<file path="src/rtl/mpx_hilo_unit.sv">
// HI/LO architectural register pair with a result interlock for the divider
// and multiplier, plus MFHI/MFLO/MTHI/MTLO service for the issue stage.
module mpx_hilo_unit #(
   parameter int TIMEOUT_CYCLES = 40
) (
   input  logic        clk_i,
   input  logic        rst_i,
   input  logic        div_start_i,
   input  logic        mul_start_i,
   input  logic        flush_i,
   input  logic        div_valid_i,
   input  logic [31:0] div_hi_i,
   input  logic [31:0] div_lo_i,
   input  logic        mul_valid_i,
   input  logic [31:0] mul_hi_i,
   input  logic [31:0] mul_lo_i,
   input  logic        op_valid_i,
   input  logic [1:0]  op_sel_i,
   input  logic [31:0] op_data_i,
   output logic        stall_o,
   output logic        result_valid_o,
   output logic [31:0] result_o,
   output logic [31:0] hi_o,
   output logic [31:0] lo_o,
   output logic        timeout_o
);

   localparam int CW = $clog2(TIMEOUT_CYCLES + 1);
   localparam logic [CW-1:0] CNT_MAX = CW'(TIMEOUT_CYCLES);

   typedef enum logic [1:0] {
      ST_IDLE    = 2'd0,
      ST_BUSY    = 2'd1,
      ST_DISCARD = 2'd2
   } state_t;

   state_t        state_q, state_d;
   logic [31:0]   hi_q, hi_d, lo_q, lo_d;
   logic [31:0]   result_q, result_d;
   logic          result_valid_q, result_valid_d;
   logic          timeout_q, timeout_d;
   logic [CW-1:0] cnt_q, cnt_d;

   logic          start, wb, commit, accept;
   logic [31:0]   wb_hi, wb_lo, hi_src, lo_src;

   // A start coinciding with a flush belongs to a squashed instruction.
   assign start  = (div_start_i | mul_start_i) & ~flush_i;
   assign wb     = div_valid_i | mul_valid_i;
   assign wb_hi  = div_valid_i ? div_hi_i : mul_hi_i;
   assign wb_lo  = div_valid_i ? div_lo_i : mul_lo_i;
   assign commit = (state_q == ST_BUSY) & wb;
   assign accept = op_valid_i & ~flush_i & ((state_q == ST_IDLE) | commit);

   // Values seen by an op this cycle include a same-cycle writeback.
   assign hi_src = commit ? wb_hi : hi_q;
   assign lo_src = commit ? wb_lo : lo_q;

   assign stall_o = op_valid_i & (state_q != ST_IDLE) & ~commit & ~flush_i;

   always_comb begin
      state_d        = state_q;
      hi_d           = hi_src;
      lo_d           = lo_src;
      result_d       = result_q;
      result_valid_d = 1'b0;
      cnt_d          = cnt_q;
      timeout_d      = timeout_q;

      case (state_q)
         ST_IDLE: begin
            if (start) state_d = ST_BUSY;
         end
         ST_BUSY: begin
            if (start)        state_d = ST_BUSY;
            else if (wb)      state_d = ST_IDLE;
            else if (flush_i) state_d = ST_DISCARD;
         end
         ST_DISCARD: begin
            if (start)   state_d = ST_BUSY;
            else if (wb) state_d = ST_IDLE;
         end
         default: state_d = ST_IDLE;
      endcase

      if (state_q != ST_IDLE) begin
         if (cnt_q != CNT_MAX) cnt_d = cnt_q + 1'b1;
         if (cnt_d == CNT_MAX) timeout_d = 1'b1;
      end
      if (state_d == ST_IDLE || start) cnt_d = '0;

      if (accept) begin
         case (op_sel_i)
            2'b00: begin result_d = lo_src; result_valid_d = 1'b1; end
            2'b01: begin result_d = hi_src; result_valid_d = 1'b1; end
            2'b10: lo_d = op_data_i;
            default: hi_d = op_data_i;
         endcase
      end
   end

   always_ff @(posedge clk_i) begin
      if (rst_i) begin
         state_q        <= ST_IDLE;
         hi_q           <= '0;
         lo_q           <= '0;
         result_q       <= '0;
         result_valid_q <= 1'b0;
         cnt_q          <= '0;
         timeout_q      <= 1'b0;
      end else begin
         state_q        <= state_d;
         hi_q           <= hi_d;
         lo_q           <= lo_d;
         result_q       <= result_d;
         result_valid_q <= result_valid_d;
         cnt_q          <= cnt_d;
         timeout_q      <= timeout_d;
      end
   end

   assign hi_o           = hi_q;
   assign lo_o           = lo_q;
   assign result_o       = result_q;
   assign result_valid_o = result_valid_q;
   assign timeout_o      = timeout_q;

endmodule

</file>
<file path="config.mk">
export PLATFORM = sky130hd
export DESIGN_NAME = mpx_hilo_unit
export DESIGN_NICKNAME = d
export VERILOG_FILES = /design/src/rtl/mpx_hilo_unit.sv
export SDC_FILE = /design/constraint.sdc
export NUM_CORES = 1
export LEC_CHECK = 0
export ABC_AREA = 0
export BUFFER_PORTS_ARGS = -buffer_cell sky130_fd_sc_hd__buf_4
export CORE_UTILIZATION = 35
export DETAILED_ROUTE_END_ITERATION = 10
export GPL_TIMING_DRIVEN = 1
export PLACE_DENSITY = 0.61
export SYNTH_ARGS = -nofsm -noshare
export SYNTH_HDL_FRONTEND = slang
export SYNTH_SLANG_ARGS = --single-unit
</file>
<file path="constraint.sdc">
create_clock -name clk_i -period 2.3 [get_ports clk_i]
set_clock_uncertainty 0.2 [all_clocks]
set_input_delay 0.23 -clock clk_i [delete_from_list [all_inputs] [get_ports clk_i]]
set_output_delay 0.23 -clock clk_i [all_outputs]
set_load 0.02 [all_outputs]
</file>
==> summary.txt, run 1 <==
Pwr
  • PwrDens: around 550 nW/um^2
  • Peak supply drop: 0.373 mV
  • Static Leak: about 3.8 nW

Die
  • Die W: between 100 and 150 microns
  • Initial core utilization: 36.2%
  • Die Y-Extent: 133 microns
  • Core Region: about 17000 sq um
  • Io pins: around 270
  • DIE AREA: around 18000 sq um
  • Num rows: between 40 and 50

Hold path
  • HP Class: input port to flip-flop
  • Hold path cells: 4
  • WHS Endpoint: state_q[1]$_SDFF_PP0_
  • Hold Startpoint: mul_start_i

Drt
  • Post-DR wirelength/cell: about 18 microns
  • Vias per inst: 5.41
  • DR pass1 iterations: 5
  • Vias: between 6000 and 7000
  • DRC marker count from the first detailed-route iteration: 390
  • DRC Markers: 0
  • Routed Antenna Nets: 0
  • Drt total wl: about 22000 microns

Setup path
  • Critical-path maximum fanout: 3
  • Type of origin of the critical path: input port
  • Worst R2R Path Depth: 5
  • CP max stage cell: dlygate4sd3_1
  • CP peak stage delay: about 0.58 ns
  • Setup slack, reg-to-reg: 0.29 ns
  • Crit path top cell by count: dlygate4sd3_1
  • CP Data Arrival Time: roughly 2.3 ns
  • Crit Path Class: input port to flip-flop
  • Worst setup EP type: flip-flop
  • Reg2Reg Launch Point: state_q[0]$_SDFF_PP0_
  • Crit path from: div_start_i
  • Critical path, cell by cell: dlygate4sd3_1 > buf_4 > nor2_1 > dlygate4sd3_1 > a21oi_1 > dlygate4sd3_1
  • Required time worst endpoint: approximately 2.4 ns
  • R2R Path End: result_o[26]$_SDFFE_PP0P_

CTS
  • CTS H-tree depth: 3
  • CTS tree: built
  • Setup Buffers After CTS: 0
  • Worst-Skew Late Latency: between 0.3 and 0.4 ns
  • Clock slew at reported path FFs: around 0.07 ns
  • Clk buf depth: 2
  • Clk sink count: 106
  • Clock root cell: clkbuf_16
  • CTS buffer count: 9

Placed design
  • Input/output buffers: around 270
  • Placed cells: approximately 1200
  • Setup WS pre-CTS: 0.302 ns
  • Placed Instance Area: approximately 8200 sq um
  • Hpwl dp: approximately 15000 microns
  • Gpl congestion: roughly 0.8

Flow run
  • Total of max-cap violations: 0

Layout
  • Most frequent cells in the layout: 289 x buf_4, 106 x dfxtp_1, 92 x a21oi_1, 87 x nand3_1, 66 x nand2_1
  • Final core utilization: about 53%
  • Final nets: ~1200
  • N_diodes: 0
  • Post-Layout Inst Area: 8900 sq um
  • Commonest non-fill, non-tap cell in the layout: buf_4
  • Layout area overhead: 47.3%
  • Post-Layout Cell Count: approximately 1200
  • Fillcell total: between 1500 and 2000
  • Share of layout cells above drive strength 1: between 30% and 40%

Timing
  • Fin crit share: between 90 and 100%
  • Min Tclk post-route: ~2.2 ns
  • Final Hold Violating Endpoints: 0
  • Maximum clock rate: about 450 MHz
  • Final WS setup: just under 0.1 ns
  • Slew Viols, Final: 0
  • Final setup violation count: 0
  • Worst slew pin tran: 0.556 ns
  • Setup TNS: 0 ns
  • RSZ-0062 raised after global routing: false
  • Relative slew margins: 62.4%

Run status
  • Outcome: completed

GRT
  • GR peak layer: met2
  • GRT overflow: 0
  • Global-route wire length before repair: between 30000 and 40000 microns
  • Met1 Track Usage GR: ~30%
  • Largest net degree at the start of global routing: 46
  • Vias in the first global route: 6480
  • M3 GR Usage: between 4 and 5%
  • Antenna violations before repair: 0
  • GRT Util Overall: 24.4%
  • Met2 Use GR: 42.4%

Logic synthesis
  • EDFF count, synth: 0
  • Mapped Nets: about 890
  • Register area share after synthesis: 35.1%
  • Synthesized area: ~6000 sq um
  • Post-synth ARST share: 0%
  • Avg Inst Size Synth: about 8.4 sq um
  • Netlist cell types: approximately 50
  • Ys Warns: 0
  • FF+latch count, synth: ~110
  • Syn Inst Count: a little over 700
  • Main synth FF type: dfxtp_1
==> stage by stage <==
| step | power, W | hold WS, ns |
|---|---|---|
| 6_report | 0.00493 | 0.0267 |
| 5_1_grt | 0.00514 | 0.0914 |
| 4_1_cts | 0.00498 | 0.0147 |
| 3_5_place_dp | 0.00329 | 0.274 |
| 3_3_place_gp | 0.00328 | 0.268 |
| 2_1_floorplan | 0.00273 | 0.166 |
==> worst max-delay path: cells and delay by family <==
| family | cells | cell delay (ns) |
|---|---|---|
| compound gates | 1 | 0.06 |
| simple gates | 1 | 0.16 |
| buf+inv | 4 | 1.80 |
==> Yosys cell counts, types with 2 or more instances <==
library cell	count	area share [%]
buf_2	22	1.8
a211oi_1	10	1.2
nor3b_1	2	0.25
a21oi_1	92	7.6
buf_4	7	0.87
dfxtp_1	106	35
nor2_1	43	2.7
mux4_2	10	3.7
a2111oi_1	13	2.2
o21ai_1	15	1.2
o211ai_1	42	5.2
clkbuf_2	3	0.25
buf_8	2	0.50
o21ai_0	10	0.83
a21o_1	22	2.7
nand3_1	87	7.2
or3_1	3	0.31
xnor2_1	3	0.44
inv_1	24	1.5
ha_1	2	0.41
mux2i_1	65	11
buf_6	8	1.5
a2111oi_2	8	2.0
clkbuf_1	27	1.7
nor2b_1	2	0.21
nand2_1	66	4.1
nor3_1	3	0.25
==> area by class of cell <==
type                    count  area (sq um)  area share, %
flip-flops and latches    106          2120           23.8
clock buffers              11           253           2.84
clock inverters             5          52.6          0.591
inverters                  24          90.1           1.01
well taps                 220           275           3.09
multi-input cells         519          3440           38.7
repair buffers            332          2660           29.9
==> sequential cells by signal, indices dropped and copies added (netlist names) <==
signal	cells
hi_o	32
lo_o	32
result_o	32
cnt_q	6
state_q	2
result_valid_o	1
timeout_o	1
==> metal layers <==
layer | up-vias | routed length (microns)
met3 | 31 | 1550
met5 | - | 0
met1 | 3094 | 9010
li1 | 3174 | -
met4 | 0 | 426
met2 | 283 | 10800
==> repair_timing <==
| action | 4_1_cts | 5_1_grt |
|---|---|---|
| endpoints found under the hold margin | 66 | 0 |
| hold buffers | 36 | 0 |
| endpoints found under the setup margin | 0 | 5 |
| gates resized for setup | 0 | 1 |
==> worst max-delay path by stage <==
stage / to / depth (start not counted)
final: state_q[0]$_SDFF_PP0_ / 6
after CTS: state_q[0]$_SDFF_PP0_ / 6
after global routing: result_o[1]$_SDFFE_PP0P_ / 7
after floorplan: lo_o[11]$_SDFF_PP0_ / 8
after global placement: result_o[23]$_SDFFE_PP0P_ / 5
after detailed placement: result_o[14]$_SDFFE_PP0P_ / 5
==> kinds of logic after synthesis <==
group,Yosys count,share of synthesized area (%)
AND/OR/NAND/NOR,219,17.2
flip-flops,106,35.1
adder cells (fa/ha/maj),2,0.414
multiplexers,75,14.5
buffers and inverters,94,8.16
XOR/XNOR,4,0.580
AO/OA/AOI/OAI,219,24.0
==> power by group <==
group | total (W) | internal [W] | switching [W] | leakage [nW]
Clock | 0.00163 | 0.000899 | 0.000730 | 0.151
Sequential | 0.00202 | 0.00195 | 0.0000788 | 0.868
Combinational | 0.00127 | 0.000641 | 0.000632 | 2.82
Total | 0.00493 | 0.00349 | 0.00144 | 3.84
Note: power is estimated with default switching activity, not from simulation.
==> inputs of run 2 (changes only) <==
CORE_UTILIZATION = 45   (was 35)
PLACE_DENSITY = 0.76   (was 0.61)
==> summary.txt, run 2 (synthesis gave the netlist of run 1 again) <==
Run status
  • Outcome: completed (unchanged)

Timing
  • Final WS setup: 0.111 ns (was 0.0960 ns)
  • Slew Viols, Final: 0 (unchanged)
  • Setup TNS: 0 ns (unchanged)
  • Final setup violation count: 0 (unchanged)
  • Hold WS: 0.0351 ns (was 0.0267 ns)
  • RSZ-0062 raised after global routing: false (unchanged)
  • Maximum clock rate: 457 MHz (was 454 MHz)
  • Min Tclk post-route: 2.19 ns (was 2.20 ns)
  • Relative slew margins: 63.6% (was 62.4%)
  • Fin crit share: 95.2% (was 95.8%)
  • Worst slew pin tran: 0.538 ns (was 0.556 ns)
  • Final Hold Violating Endpoints: 0 (unchanged)

Pwr
  • Clock share of power: 32.7% (was 33.1%)
  • Power Total: 0.00489 W (was 0.00493 W)
  • P_sw: 0.00140 W (was 0.00144 W)
  • PwrDens: 554 nW/um^2 (about the same)
  • Switching Fraction: 28.6% (was 29.2%)
  • Static Leak: 3.81 nW (was 3.84 nW)
  • Flop pwr share: 41.4% (was 41.1%)
  • Int Pwr: 0.00349 W (about the same)
  • Peak supply drop: 0.442 mV (was 0.373 mV)
  • Logic pwr share: 25.9% (was 25.8%)

Placed design
  • Setup WS pre-CTS: 0.278 ns (was 0.302 ns)
  • Hpwl dp: 13800 microns (was 15300 microns)
  • Input/output buffers: 268 (unchanged)
  • Gpl congestion: 0.848 (was 0.787)

Layout
  • Commonest non-fill, non-tap cell in the layout: buf_4 (unchanged)
  • Fillcell total: 1086 (was 1627)
  • Final nets: 1159 (was 1164)
  • Most frequent cells in the layout: 283 x buf_4, 106 x dfxtp_1, 92 x a21oi_1, 87 x nand3_1, 66 x nand2_1 (was 289 x buf_4, 106 x dfxtp_1, 92 x a21oi_1, 87 x nand3_1, 66 x nand2_1)
  • Final core utilization: 68.6% (was 53.3%)
  • Share of layout cells above drive strength 1: 34.0% (was 34.4%)
  • Layout area overhead: 46.2% (was 47.3%)

Die
  • Io pins: 269 (unchanged)
  • DIE AREA: 13900 sq um (was 17800 sq um)
  • Die W: 118 microns (was 133 microns)
  • Num rows: 41 (was 47)
  • Initial core utilization: 46.9% (was 36.2%)
  • Die Y-Extent: 118 microns (was 133 microns)
  • Core Region: 12900 sq um (was 16700 sq um)

CTS
  • Clock slew at reported path FFs: 0.07 ns (about the same)
  • CTS buffer count: 9 (unchanged)
  • Clk buf depth: 2 (unchanged)
  • CTS H-tree depth: 3 (unchanged)
  • Worst-Skew Late Latency: 0.36 ns (about the same)
  • Clock root cell: clkbuf_16 (unchanged)
  • CTS tree: built (unchanged)
  • Clk sink count: 106 (unchanged)

GRT
  • GRT overflow: 0 (unchanged)
  • GRT Util Overall: 29.4% (was 24.4%)
  • Global-route wire length before repair: 32500 microns (was 34100 microns)
  • Largest net degree at the start of global routing: 72 (was 46)
  • Antenna violations before repair: 1 (was 0)
  • Vias in the first global route: 6175 (was 6480)

Setup path
  • Crit Path Class: input port to flip-flop (unchanged)
  • CP Data Arrival Time: 2.23 ns (was 2.25 ns)
  • Type of origin of the critical path: input port (unchanged)
  • Required time worst endpoint: 2.35 ns (about the same)
  • Critical-path maximum fanout: 3 (unchanged)
  • Worst setup EP type: flip-flop (unchanged)

Flow run
  • Total of max-cap violations: 0 (unchanged)

Drt
  • DR pass1 iterations: 5 (unchanged)
  • Post-DR wirelength/cell: 17.7 microns (was 17.9 microns)
  • DRC Markers: 0 (unchanged)
  • Vias per inst: 5.67 (was 5.41)
  • DRC marker count from the first detailed-route iteration: 567 (was 390)
  • Drt total wl: 20600 microns (was 21800 microns)
  • Vias: 6602 (was 6582)
  • Routed Antenna Nets: 0 (unchanged)

Hold path
  • HP Class: input port to flip-flop (unchanged)
==> run 2: path summary, 6_finish.rpt <==
kind / cells after the start / start / to / slack, ns
worst max-delay path: 6 / div_start_i / state_q[0]$_SDFF_PP0_ / 0.11
worst min-delay path: 4 / op_sel_i[0] / lo_o[5]$_SDFF_PP0_ / 0.04
worst max register to register: 6 / state_q[0]$_SDFF_PP0_ / result_o[13]$_SDFFE_PP0P_ / 0.27
worst min register to register: 2 / timeout_o$_SDFFE_PP0P_ / timeout_o$_SDFFE_PP0P_ / 0.27
==> run 2: repair_timing <==
item | in CTS | in global routing
resized for setup | 0 | 3
hold buffers | 36 | 0
buffers inserted | 0 | 0
endpoints found under the setup margin | 0 | 23
endpoints found under the hold margin | 66 | 0
==> run 2: worst max-delay path, stage by stage <==
cell	delay, ns
dlygate4sd3_1	0.54
buf_4	0.14
nor2_2	0.13
dlygate4sd3_1	0.57
a21oi_1	0.07
dlygate4sd3_1	0.55
==> run 2: power by group through the flow <==
stage               registers, W  logic (W)  clock network (W)
global route             0.00204    0.00136            0.00170
detailed placement       0.00206    0.00121                  0
floorplan                0.00218   0.000542                  0
global placement         0.00207    0.00120                  0
finish                   0.00203    0.00127            0.00160
CTS                      0.00202    0.00126            0.00162
==> run 2: final cells by class <==
cell class,instances,area [sq um],area share (%)
diodes,1,2.50,0.0283
clock buffers,14,264,2.99
clock inverters,2,35.0,0.397
inverters,24,90.1,1.02
multi-input cells,519,3460,39.1
flip-flops and latches,106,2120,24.0
well taps,172,215,2.44
repair buffers,327,2650,30.0
==> run 2: per-layer routing <==
metal	share of wire [%]	vias to the layer above	global-route usage (%)
li1	-	3158	-
met1	41	3105	36.7
met2	50	310	50.3
met3	7.5	29	7.46
met4	1.4	0	7.45
met5	0	-	0
==> run 2: through the flow <==
step / cell area (sq um) / cells
2_1_floorplan: 6040 / 719
3_3_place_gp: 8150 / 1112
3_5_place_dp: 8150 / 1112
4_1_cts: 8810 / 1164
5_1_grt: 8830 / 1165
6_report: 8830 / 1165
==> inputs of run 3 (changes only) <==
CORE_UTILIZATION = 48   (was 45)
GPL_ROUTABILITY_DRIVEN = 0   (was not set)
PLACE_DENSITY = 0.8   (was 0.76)
==> summary.txt, run 3 (synthesis gave the netlist of run 1 again) <==
Timing
  • Min Tclk post-route: 2.18 ns (was 2.19 ns)
  • Worst slew pin tran: 0.593 ns (was 0.538 ns)
  • Setup TNS: 0 ns (unchanged)
  • Final Hold Violating Endpoints: 0 (unchanged)
  • Maximum clock rate: 458 MHz (was 457 MHz)
  • Final setup violation count: 0 (unchanged)
  • Slew Viols, Final: 0 (unchanged)
  • RSZ-0062 raised after global routing: false (unchanged)
  • Final WS setup: 0.119 ns (was 0.111 ns)
  • Fin crit share: 94.8% (was 95.2%)
  • Relative slew margins: 60.5% (was 63.6%)

Die
  • Io pins: 269 (unchanged)
  • Die W: 114 microns (was 118 microns)
  • Initial core utilization: 49.7% (was 46.9%)
  • Num rows: 40 (was 41)
  • Core Region: 12200 sq um (was 12900 sq um)
  • Die Y-Extent: 114 microns (was 118 microns)
  • DIE AREA: 13000 sq um (was 13900 sq um)

Drt
  • Post-DR wirelength/cell: 17.9 microns (was 17.7 microns)
  • Routed Antenna Nets: 0 (unchanged)
  • DRC Markers: 0 (unchanged)
  • Vias per inst: 5.79 (was 5.67)
  • Vias: 6722 (was 6602)
  • DRC marker count from the first detailed-route iteration: 609 (was 567)
  • Drt total wl: 20800 microns (was 20600 microns)
  • DR pass1 iterations: 5 (unchanged)

Placed design
  • Input/output buffers: 268 (unchanged)
  • Setup WS pre-CTS: 0.328 ns (was 0.278 ns)
  • Hpwl dp: 13900 microns (was 13800 microns)

Setup path
  • Crit Path Class: input port to flip-flop (unchanged)
  • Worst setup EP type: flip-flop (unchanged)
  • Crit path top cell by count: dlygate4sd3_1 (unchanged)
  • CP max stage cell: dlygate4sd3_1 (unchanged)
  • Type of origin of the critical path: input port (unchanged)
  • CP Data Arrival Time: 2.21 ns (was 2.23 ns)
  • Critical-path maximum fanout: 3 (unchanged)
  • Required time worst endpoint: 2.33 ns (was 2.35 ns)
  • CP peak stage delay: 0.57 ns (about the same)
  • Worst R2R Path Depth: 5 (was 6)
  • Critical path, cell by cell: dlygate4sd3_1 > buf_4 > nor2_2 > dlygate4sd3_1 > a21oi_1 > dlygate4sd3_1 (unchanged)

CTS
  • Worst-Skew Late Latency: 0.34 ns (was 0.36 ns)
  • Clk sink count: 106 (unchanged)
  • CTS tree: built (unchanged)
  • Clk buf depth: 2 (unchanged)
  • CTS buffer count: 9 (unchanged)
  • CTS H-tree depth: 3 (unchanged)
  • Clock slew at reported path FFs: 0.07 ns (about the same)
  • Clock root cell: clkbuf_16 (unchanged)

Run status
  • Outcome: completed (unchanged)

Layout
  • Layout area overhead: 46.9% (was 46.2%)
  • N_diodes: 0 (was 1)
  • Commonest non-fill, non-tap cell in the layout: buf_4 (unchanged)
  • Final nets: 1160 (was 1159)
  • Most frequent cells in the layout: 282 x buf_4, 106 x dfxtp_1, 92 x a21oi_1, 87 x nand3_1, 66 x nand2_1 (was 283 x buf_4, 106 x dfxtp_1, 92 x a21oi_1, 87 x nand3_1, 66 x nand2_1)
  • Share of layout cells above drive strength 1: 34.1% (was 34.0%)

Pwr
  • PwrDens: 567 nW/um^2 (was 554 nW/um^2)
  • Static Leak: 3.84 nW (was 3.81 nW)
  • Peak supply drop: 0.451 mV (was 0.442 mV)

GRT
  • Vias in the first global route: 6352 (was 6175)
  • GRT Util Overall: 31.1% (was 29.4%)
  • Antenna violations before repair: 0 (was 1)
  • GRT overflow: 0 (unchanged)
  • Largest net degree at the start of global routing: 89 (was 72)
  • Global-route wire length before repair: 31800 microns (was 32500 microns)

Flow run
  • Total of max-cap violations: 0 (unchanged)

Hold path
  • Hold path cells: 4 (unchanged)
  • HP Class: input port to flip-flop (unchanged)
==> run 3: repair_timing <==
action,4_1_cts,5_1_grt
resized for setup,0,2
endpoints found under the hold margin,67,0
endpoints found under the setup margin,0,2
buffers inserted,0,0
hold buffers,37,0
==> run 3: worst max-delay path, delay by kind of cell <==
family                 cells  cell delay [ns]
AND/OR/NAND/NOR            1             0.10
AO/OA/AOI/OAI              1             0.07
buffers and inverters      4             1.81
==> run 3: metrics by stage <==
step	instance area (sq um)	power, W	hold slack, ns	utilization, %	cells
detailed placement	8160	0.00327	0.264	67.1	1108
finish	8870	0.00503	0.0317	73.0	1161
global placement	8160	0.00326	0.265	67.1	1108
floorplan	6040	0.00273	0.166	-	719
CTS	8870	0.00504	0.0395	72.9	1161
global route	8870	0.00522	0.0422	73.0	1161
==> run 3: area by class of cell <==
class | count | area (sq um)
Clock buffer | 12 | 267
Clock inverter | 4 | 72.6
Fill cell | 943 | 3290
Inverter | 24 | 90.1
Multi-Input combinational cell | 519 | 3450
Sequential cell | 106 | 2120
Tap cell | 168 | 210
Timing Repair Buffer | 328 | 2670
==> run 3: worst paths after layout <==
kind	startpoint	end	slack, ns
max reg2reg	state_q[1]$_SDFF_PP0_	hi_o[24]$_SDFF_PP0_	0.35
min reg2reg	timeout_o$_SDFFE_PP0P_	timeout_o$_SDFFE_PP0P_	0.27
max	div_start_i	state_q[0]$_SDFF_PP0_	0.12
min	mul_start_i	state_q[1]$_SDFF_PP0_	0.03
==> run 3: routing by layer <==
metal	vias up	part of all wire (%)	track usage, %
li1	3163	-	-
met1	3150	39	38.3
met2	361	50	54.4
met3	48	7.8	4.87
met4	0	2.5	11.8
met5	-	0	0
==> run 3: power breakdown <==
part | switching [W] | internal, W | leakage [nW]
combinational | 0.000632 | 0.000643 | 2.81
sequential | 0.0000804 | 0.00195 | 0.868
clock | 0.000690 | 0.00104 | 0.165
